`src/rtl/alu_rs_pkg.sv`:
```
// Shared widths, opcode encodings and reservation-station sizing for the ALU reservation station.
package alu_rs_pkg;
  localparam int RS_ROB_AW = 4;
  localparam int RS_OPC_W  = 6;
  localparam int RS_XLEN   = 32;
  localparam int RS_DEPTH  = 8;
  localparam int RS_IDX_W  = $clog2(RS_DEPTH);

  typedef enum logic [RS_OPC_W-1:0] {
    OPC_NOP  = 6'd0,
    OPC_ADD  = 6'd1,
    OPC_SUB  = 6'd2,
    OPC_AND  = 6'd3,
    OPC_OR   = 6'd4,
    OPC_XOR  = 6'd5,
    OPC_BEQ  = 6'd16,
    OPC_BNE  = 6'd17,
    OPC_JAL  = 6'd24,
    OPC_JALR = 6'd25
  } opcode_e;
endpackage

```
`src/rtl/alu_rs_pick.sv`:
```
// Lowest-index-first priority encoder: reports whether any request is set and the index of the first one.
module alu_rs_pick #(
  parameter int N  = 8,
  parameter int IW = $clog2(N)
) (
  input  logic [N-1:0]  i_req,
  output logic          o_found,
  output logic [IW-1:0] o_idx
);
  always_comb begin
    o_found = 1'b0;
    o_idx   = '0;
    for (int i = N - 1; i >= 0; i--) begin
      if (i_req[i]) begin
        o_found = 1'b1;
        o_idx   = IW'(i);
      end
    end
  end
endmodule

```
`src/rtl/alu_rs.sv`:
```
// ALU reservation station: buffers dispatched ops, snoops the CDB for operand tags, issues lowest-index ready entry.
// Defining ALU_RS_LSB_CDB_EN adds a second (load-result) CDB as a wakeup/bypass source.
module alu_rs
  import alu_rs_pkg::*;
#(
  parameter int DEPTH  = RS_DEPTH,
  parameter int ROB_AW = RS_ROB_AW,
  parameter int OPC_W  = RS_OPC_W,
  parameter int XLEN   = RS_XLEN
) (
  input  logic              clk,
  input  logic              rst,
  input  logic              rdy,
  input  logic              clr_i,
  input  logic              issEn_i,
  input  logic [OPC_W-1:0]  issOpcode_i,
  input  logic [XLEN-1:0]   issImm_i,
  input  logic [XLEN-1:0]   issPc_i,
  input  logic              issQjV_i,
  input  logic [ROB_AW-1:0] issQj_i,
  input  logic [XLEN-1:0]   issVj_i,
  input  logic              issQkV_i,
  input  logic [ROB_AW-1:0] issQk_i,
  input  logic [XLEN-1:0]   issVk_i,
  input  logic [ROB_AW-1:0] issId_i,
  output logic              rsFull_o,
  input  logic              cdbEn_i,
  input  logic [ROB_AW-1:0] cdbId_i,
  input  logic [XLEN-1:0]   cdbData_i,
`ifdef ALU_RS_LSB_CDB_EN
  input  logic              lsbCdbEn_i,
  input  logic [ROB_AW-1:0] lsbCdbId_i,
  input  logic [XLEN-1:0]   lsbCdbData_i,
`endif
  output logic              aluEn_o,
  output logic [OPC_W-1:0]  aluOpcode_o,
  output logic [XLEN-1:0]   aluImm_o,
  output logic [XLEN-1:0]   aluPc_o,
  output logic [XLEN-1:0]   aluR1Data_o,
  output logic [XLEN-1:0]   aluR2Data_o,
  output logic [ROB_AW-1:0] aluId_o
);
  localparam int IDX_W = (DEPTH == RS_DEPTH) ? RS_IDX_W : $clog2(DEPTH);

  logic [DEPTH-1:0]  r_busy, r_qjv, r_qkv;
  logic [OPC_W-1:0]  r_opc [DEPTH];
  logic [XLEN-1:0]   r_imm [DEPTH];
  logic [XLEN-1:0]   r_pc  [DEPTH];
  logic [ROB_AW-1:0] r_qj  [DEPTH];
  logic [ROB_AW-1:0] r_qk  [DEPTH];
  logic [XLEN-1:0]   r_vj  [DEPTH];
  logic [XLEN-1:0]   r_vk  [DEPTH];
  logic [ROB_AW-1:0] r_id  [DEPTH];

  logic              r_alu_en;
  logic [OPC_W-1:0]  r_alu_opc;
  logic [XLEN-1:0]   r_alu_imm, r_alu_pc, r_alu_r1, r_alu_r2;
  logic [ROB_AW-1:0] r_alu_id;

  logic              w_free_found, w_sel_found, w_alloc;
  logic [IDX_W-1:0]  w_free_idx, w_sel_idx;
  logic [DEPTH-1:0]  w_ready;
  logic              w_lsb_en;
  logic [ROB_AW-1:0] w_lsb_id;
  logic [XLEN-1:0]   w_lsb_dat;
  logic              w_iss_qjv, w_iss_qkv;
  logic [XLEN-1:0]   w_iss_vj, w_iss_vk;

`ifdef ALU_RS_LSB_CDB_EN
  assign w_lsb_en  = lsbCdbEn_i;
  assign w_lsb_id  = lsbCdbId_i;
  assign w_lsb_dat = lsbCdbData_i;
`else
  assign w_lsb_en  = 1'b0;
  assign w_lsb_id  = '0;
  assign w_lsb_dat = '0;
`endif

  assign w_ready  = r_busy & ~r_qjv & ~r_qkv;
  assign rsFull_o = &r_busy;
  assign w_alloc  = issEn_i & w_free_found;

  alu_rs_pick #(.N(DEPTH), .IW(IDX_W)) u_free_pick (
    .i_req  (~r_busy),
    .o_found(w_free_found),
    .o_idx  (w_free_idx)
  );

  alu_rs_pick #(.N(DEPTH), .IW(IDX_W)) u_sel_pick (
    .i_req  (w_ready),
    .o_found(w_sel_found),
    .o_idx  (w_sel_idx)
  );

  // Same-cycle bypass on the incoming op; the ALU bus is evaluated last so it wins a double match.
  always_comb begin
    w_iss_qjv = issQjV_i;
    w_iss_vj  = issVj_i;
    w_iss_qkv = issQkV_i;
    w_iss_vk  = issVk_i;
    if (issQjV_i && w_lsb_en && (w_lsb_id == issQj_i)) begin
      w_iss_qjv = 1'b0;
      w_iss_vj  = w_lsb_dat;
    end
    if (issQjV_i && cdbEn_i && (cdbId_i == issQj_i)) begin
      w_iss_qjv = 1'b0;
      w_iss_vj  = cdbData_i;
    end
    if (issQkV_i && w_lsb_en && (w_lsb_id == issQk_i)) begin
      w_iss_qkv = 1'b0;
      w_iss_vk  = w_lsb_dat;
    end
    if (issQkV_i && cdbEn_i && (cdbId_i == issQk_i)) begin
      w_iss_qkv = 1'b0;
      w_iss_vk  = cdbData_i;
    end
  end

  always_ff @(posedge clk or negedge rst) begin
    if (!rst) begin
      r_busy    <= '0;
      r_qjv     <= '0;
      r_qkv     <= '0;
      r_alu_en  <= 1'b0;
      r_alu_opc <= '0;
      r_alu_imm <= '0;
      r_alu_pc  <= '0;
      r_alu_r1  <= '0;
      r_alu_r2  <= '0;
      r_alu_id  <= '0;
      for (int i = 0; i < DEPTH; i++) begin
        r_opc[i] <= '0;
        r_imm[i] <= '0;
        r_pc[i]  <= '0;
        r_qj[i]  <= '0;
        r_qk[i]  <= '0;
        r_vj[i]  <= '0;
        r_vk[i]  <= '0;
        r_id[i]  <= '0;
      end
    end else if (rdy) begin
      if (clr_i) begin
        r_busy   <= '0;
        r_alu_en <= 1'b0;
      end else begin
        for (int i = 0; i < DEPTH; i++) begin
          if (r_busy[i] && r_qjv[i] && w_lsb_en && (r_qj[i] == w_lsb_id)) begin
            r_qjv[i] <= 1'b0;
            r_vj[i]  <= w_lsb_dat;
          end
          if (r_busy[i] && r_qjv[i] && cdbEn_i && (r_qj[i] == cdbId_i)) begin
            r_qjv[i] <= 1'b0;
            r_vj[i]  <= cdbData_i;
          end
          if (r_busy[i] && r_qkv[i] && w_lsb_en && (r_qk[i] == w_lsb_id)) begin
            r_qkv[i] <= 1'b0;
            r_vk[i]  <= w_lsb_dat;
          end
          if (r_busy[i] && r_qkv[i] && cdbEn_i && (r_qk[i] == cdbId_i)) begin
            r_qkv[i] <= 1'b0;
            r_vk[i]  <= cdbData_i;
          end
        end
        if (w_sel_found) begin
          r_alu_en          <= 1'b1;
          r_alu_opc         <= r_opc[w_sel_idx];
          r_alu_imm         <= r_imm[w_sel_idx];
          r_alu_pc          <= r_pc[w_sel_idx];
          r_alu_r1          <= r_vj[w_sel_idx];
          r_alu_r2          <= r_vk[w_sel_idx];
          r_alu_id          <= r_id[w_sel_idx];
          r_busy[w_sel_idx] <= 1'b0;
        end else begin
          r_alu_en <= 1'b0;
        end
        // Free slot is never the selected slot, so these writes never collide with the select.
        if (w_alloc) begin
          r_busy[w_free_idx] <= 1'b1;
          r_opc[w_free_idx]  <= issOpcode_i;
          r_imm[w_free_idx]  <= issImm_i;
          r_pc[w_free_idx]   <= issPc_i;
          r_qjv[w_free_idx]  <= w_iss_qjv;
          r_qj[w_free_idx]   <= issQj_i;
          r_vj[w_free_idx]   <= w_iss_vj;
          r_qkv[w_free_idx]  <= w_iss_qkv;
          r_qk[w_free_idx]   <= issQk_i;
          r_vk[w_free_idx]   <= w_iss_vk;
          r_id[w_free_idx]   <= issId_i;
        end
      end
    end
  end

`ifdef ALU_RS_LSB_CDB_EN
  always_ff @(posedge clk) begin
    if (rst && rdy && cdbEn_i && lsbCdbEn_i) begin
      assert (cdbId_i != lsbCdbId_i);
    end
  end
`endif

  assign aluEn_o     = r_alu_en;
  assign aluOpcode_o = r_alu_opc;
  assign aluImm_o    = r_alu_imm;
  assign aluPc_o     = r_alu_pc;
  assign aluR1Data_o = r_alu_r1;
  assign aluR2Data_o = r_alu_r2;
  assign aluId_o     = r_alu_id;
endmodule
```
`config.mk`:
```
export PLATFORM = sky130hd
export DESIGN_NAME = alu_rs
export DESIGN_NICKNAME = d
export VERILOG_FILES = /design/src/rtl/alu_rs_pkg.sv /design/src/rtl/alu_rs_pick.sv /design/src/rtl/alu_rs.sv
export SDC_FILE = /design/constraint.sdc
export NUM_CORES = 2
export LEC_CHECK = 0
export ABC_AREA = 0
export CAP_MARGIN = 20
export CORE_MARGIN = 10
export CORE_UTILIZATION = 60
export DETAILED_ROUTE_END_ITERATION = 10
export PLACE_DENSITY = 0.83
export SLEW_MARGIN = 5
export SYNTH_ARGS = -nofsm -noshare
export SYNTH_HDL_FRONTEND = slang
export SYNTH_HIERARCHICAL = 1
export SYNTH_SLANG_ARGS = --single-unit
```
`constraint.sdc`:
```
create_clock -name clk -period 9.3 [get_ports clk]
set_clock_uncertainty 0.2 [all_clocks]
set_input_delay 2.79 -clock clk [delete_from_list [all_inputs] [get_ports clk]]
set_output_delay 2.79 -clock clk [all_outputs]
set_load 0.02 [all_outputs]
```
==> summary.md <==
| Metric | Value |
|---|---|
| Status | `finished, final reports clean` |
| Slew @ Worst Pin | `1200 ps` |
| Die Height | `roughly 350 um` |
| CP Data Required Time | `approximately 9700 ps` |
| Setup-failing EPs final | `0` |
| Initial DRC Count | `7276` |
| Fmax | `~170 MHz` |
| Worst path bufs/invs | `2` |
| Worst path arrival time | `about 6400 ps` |
| Vias in the first global route | `roughly 53000` |
| CTS buffer count | `141` |
| Placed cell area | `67100 um2` |
| Final nets | `6268` |
| Peak supply drop | `~180 uV` |
| WL/cell | `26.9 um` |
| Sequential area share after synthesis | `between 50% and 60%` |
| Hold Path Stages | `2` |
| Synthesized instance count | `~6000` |
| Sw Pwr | `5.91 mW` |
| Syn-to-layout area delta | `13.5%` |
| Critical-path maximum fanout | `36` |
| Area of the mapped netlist | `around 63000 um2` |
| Minimum clock period | `5910 ps` |
| Die ar. | `approximately 120000 um2` |
| Top_reg_cell synth | `dfrtp_1` |
| Unrepaired setup endpoints after global routing | `false` |
| First-pass GRT wire length | `between 300000 and 400000 um` |
| Hold Fails Final Rpt | `0` |
| Vias per cell | `just under 7` |
| H-tree Lvls | `4` |
| Post-DP HPWL | `about 120000 um` |
| Sequential Power Share | `between 40% and 50%` |
| GRT Resource Usage Total | `33.4%` |
| Critical path type | `in -> reg` |
| Setup_tns | `0 ps` |
| Largest cells by area after synthesis | `dfrtp_1 (53%), nand2_1 (12%), mux4_2 (9.8%)` |
| Post-CTS resize count | `0` |
| DRC viols | `0` |
| Cell class contributing the biggest share of worst-path delay | `simple AND/OR/NAND/NOR gates` |
| Final weighted congestion in routability-driven placement | `slightly above 0.9` |
| Worst slack at placement | `approximately 2800 ps` |
| Row Count | `119` |
| Initial antenna violation count | `37` |
| Final worst slack | `around 3400 ps` |
| Most frequent cells after synthesis | `nand2_1 (2046), dfrtp_1 (1331), clkbuf_1 (371)` |
| Leading area contributor after synthesis | `dfrtp_1` |
| Largest net degree at the start of global routing | `184` |
| R2R cell count | `9` |
| CTS tree | `built` |
| Sink Count | `around 1300` |
| Async SR Flop Fraction | `100%` |
| CP peak stage delay | `around 960 ps` |
| Dominant cell by count in the synthesized netlist | `nand2_1` |
| Multi-input logic area | `between 20000 and 30000 um2` |
| IO Count | `330` |
| Chip width | `between 300 and 400 um` |
| DR pass1 iterations | `7` |
| Leak Pwr | `between 30 and 40 nW` |
| Cell depth of the worst setup path | `7` |
| P_int | `12.9 mW` |
| Synth top area share | `between 50% and 60%` |
| Register bit count reported by yosys | `about 1300` |
| CP Launch Type | `primary input` |
| Power share of the clock group | `about 31%` |
| Comb power frac | `a little over a quarter` |
| Syn Nets | `6292` |
| Fillcell total | `7308` |
| CP max stage cell | `nor2_4` |
| Overflow after GRT | `0` |
| Layout cells sized above 1 | `14.4%` |
| Register Area | `~33000 um2` |
| CP endpoint kind | `flop` |
| Port bufs | `around 330` |
| Final wirelength | `204000 um` |
| Initial Util | `60.3%` |
| Synth Warn # | `6` |
| ANT nets after route | `0` |
| Post-route clock period utilization | `a little under two thirds` |
| Post-synth EDFFs | `0` |
| Clock Pin Slew Worst Setup and Hold Paths | `approximately 60 ps` |
| Core ar. | `about 110000 um2` |
| Cell Pwr Density | `roughly 260 nW/um2` |
| Root buf cell | `clkbuf_16` |
| Clock Tree Buf Depth | `3` |
| Final Instance Area | `~70000 um2` |
| Max Cap Violations | `0` |
| HP Class | `reg -> reg` |
| Post-synthesis cell type count | `68` |
| Hold buffers post-CTS | `0` |
| CP dominant cell by count | `nor2_4` |
| Via count | `just over 50000` |
| Sw frac | `31.5%` |
| Avg Cell Area, Syn | `around 10 um2` |
| Clock Latency Late Sink | `between 700 and 800 ps` |
| Slew Limit Fails | `0` |
| Worst path cell trace | `clkdlybuf4s50_1 > and2_1 > nand4_2 > nor2_4 > nor2_4 > buf_4 > a221oi_1` |
| Rel. slew slack | `around 20%` |
| Post-CTS Setup Bufs | `0` |
-- per-stage QoR --
step / utilization (%) / power, mW / hold slack, ps / cells
floorplan: - / 11.0 / 240 / 6102
global placement: 63.9 / 12.7 / 253 / 7322
detailed placement: 63.9 / 12.9 / 258 / 7322
CTS: 68.3 / 18.7 / 273 / 7571
global route: 68.5 / 19.6 / 290 / 7597
finish: 68.5 / 18.8 / 271 / 7598
-- final timing paths --
check	slack (ps)	from	end
worst max-delay path	3390	cdbEn_i	r_vk[9]$_DFFE_PN0N_
worst min-delay path	270	r_imm[250]$_DFFE_PN0P_	r_imm[250]$_DFFE_PN0P_
worst max register to register	4690	r_busy[2]$_DFFE_PN0P_	aluR1Data_o[27]$_DFFE_PN0P_
worst min register to register	270	r_imm[250]$_DFFE_PN0P_	r_imm[250]$_DFFE_PN0P_
max in group asynchronous	5530	rst	aluImm_o[5]$_DFFE_PN0P_
min in group asynchronous	1860	rst	r_vk[168]$_DFFE_PN0N_
-- worst min-delay path: cells and delay by family, from the launching register on --
kind,cells,cell delay [ps]
AND/OR/NAND/NOR,2,100
flip-flops,1,340
-- cells by family (layout without fill, tap and decap cells) --
logic type | Yosys count | count (layout) | synth area share (%)
buffers and inverters | 610 | 692 | 4.07
multiplexers | 565 | 565 | 14.6
AO/OA/AOI/OAI | 1015 | 1015 | 12.1
flip-flops | 1331 | 1331 | 52.5
AND/OR/NAND/NOR | 2508 | 2508 | 15.7
XOR/XNOR | 73 | 73 | 1.04
other | 0 | 23 | 0
-- power by group through the flow --
stage	logic, mW	registers, mW	clock network (mW)
floorplan	2.95	8.09	0
global route	5.43	8.09	6.03
CTS	4.99	7.93	5.79
detailed placement	4.94	8.00	0
finish	5.05	7.97	5.77
global placement	4.76	7.91	0
-- registers in the layout (all words and copies together), names as in the netlist, 48 cells and up --
signal,cells
r_imm,256
r_opc,48
r_pc,256
r_vj,256
r_vk,256
-- per-layer routing --
metal  track usage, %  part of all wire, %  vias up
li1                 -                    -    21300
met1             41.9                   35    25700
met2             49.6                   45     4004
met3             11.8                   14      894
met4             20.0                  5.9       20
met5                0                0.062        -
-- placed cells by master (no fill, tap or decap), types with 38 or more instances in the layout --
master	netlist	routed
dfrtp_1	1331	1331
mux2i_1	174	174
nor2_1	245	238
nand2_1	2046	2039
nor3_1	56	56
a21oi_1	267	263
o32ai_1	246	246
xor2_1	48	48
mux2_2	115	115
nand2b_1	39	38
buf_4	16	77
clkbuf_16	0	143
mux4_2	276	276
o21bai_1	64	64
clkdlybuf4s50_1	0	328
o21ai_0	149	149
o221a_2	103	103
o211a_1	62	62
-- final cells by class --
| type | count | area share (%) |
|---|---|---|
| antenna | 23 | 0.0800 |
| multi-input combinational | 4161 | 38.6 |
| clock inverter | 44 | 0.786 |
| sequential | 1331 | 46.3 |
| tap | 1391 | 2.42 |
| timing repair buffer | 426 | 5.93 |
| clock buffer | 205 | 5.77 |
| inverter | 17 | 0.0887 |
(Power assumes the default switching activity.)
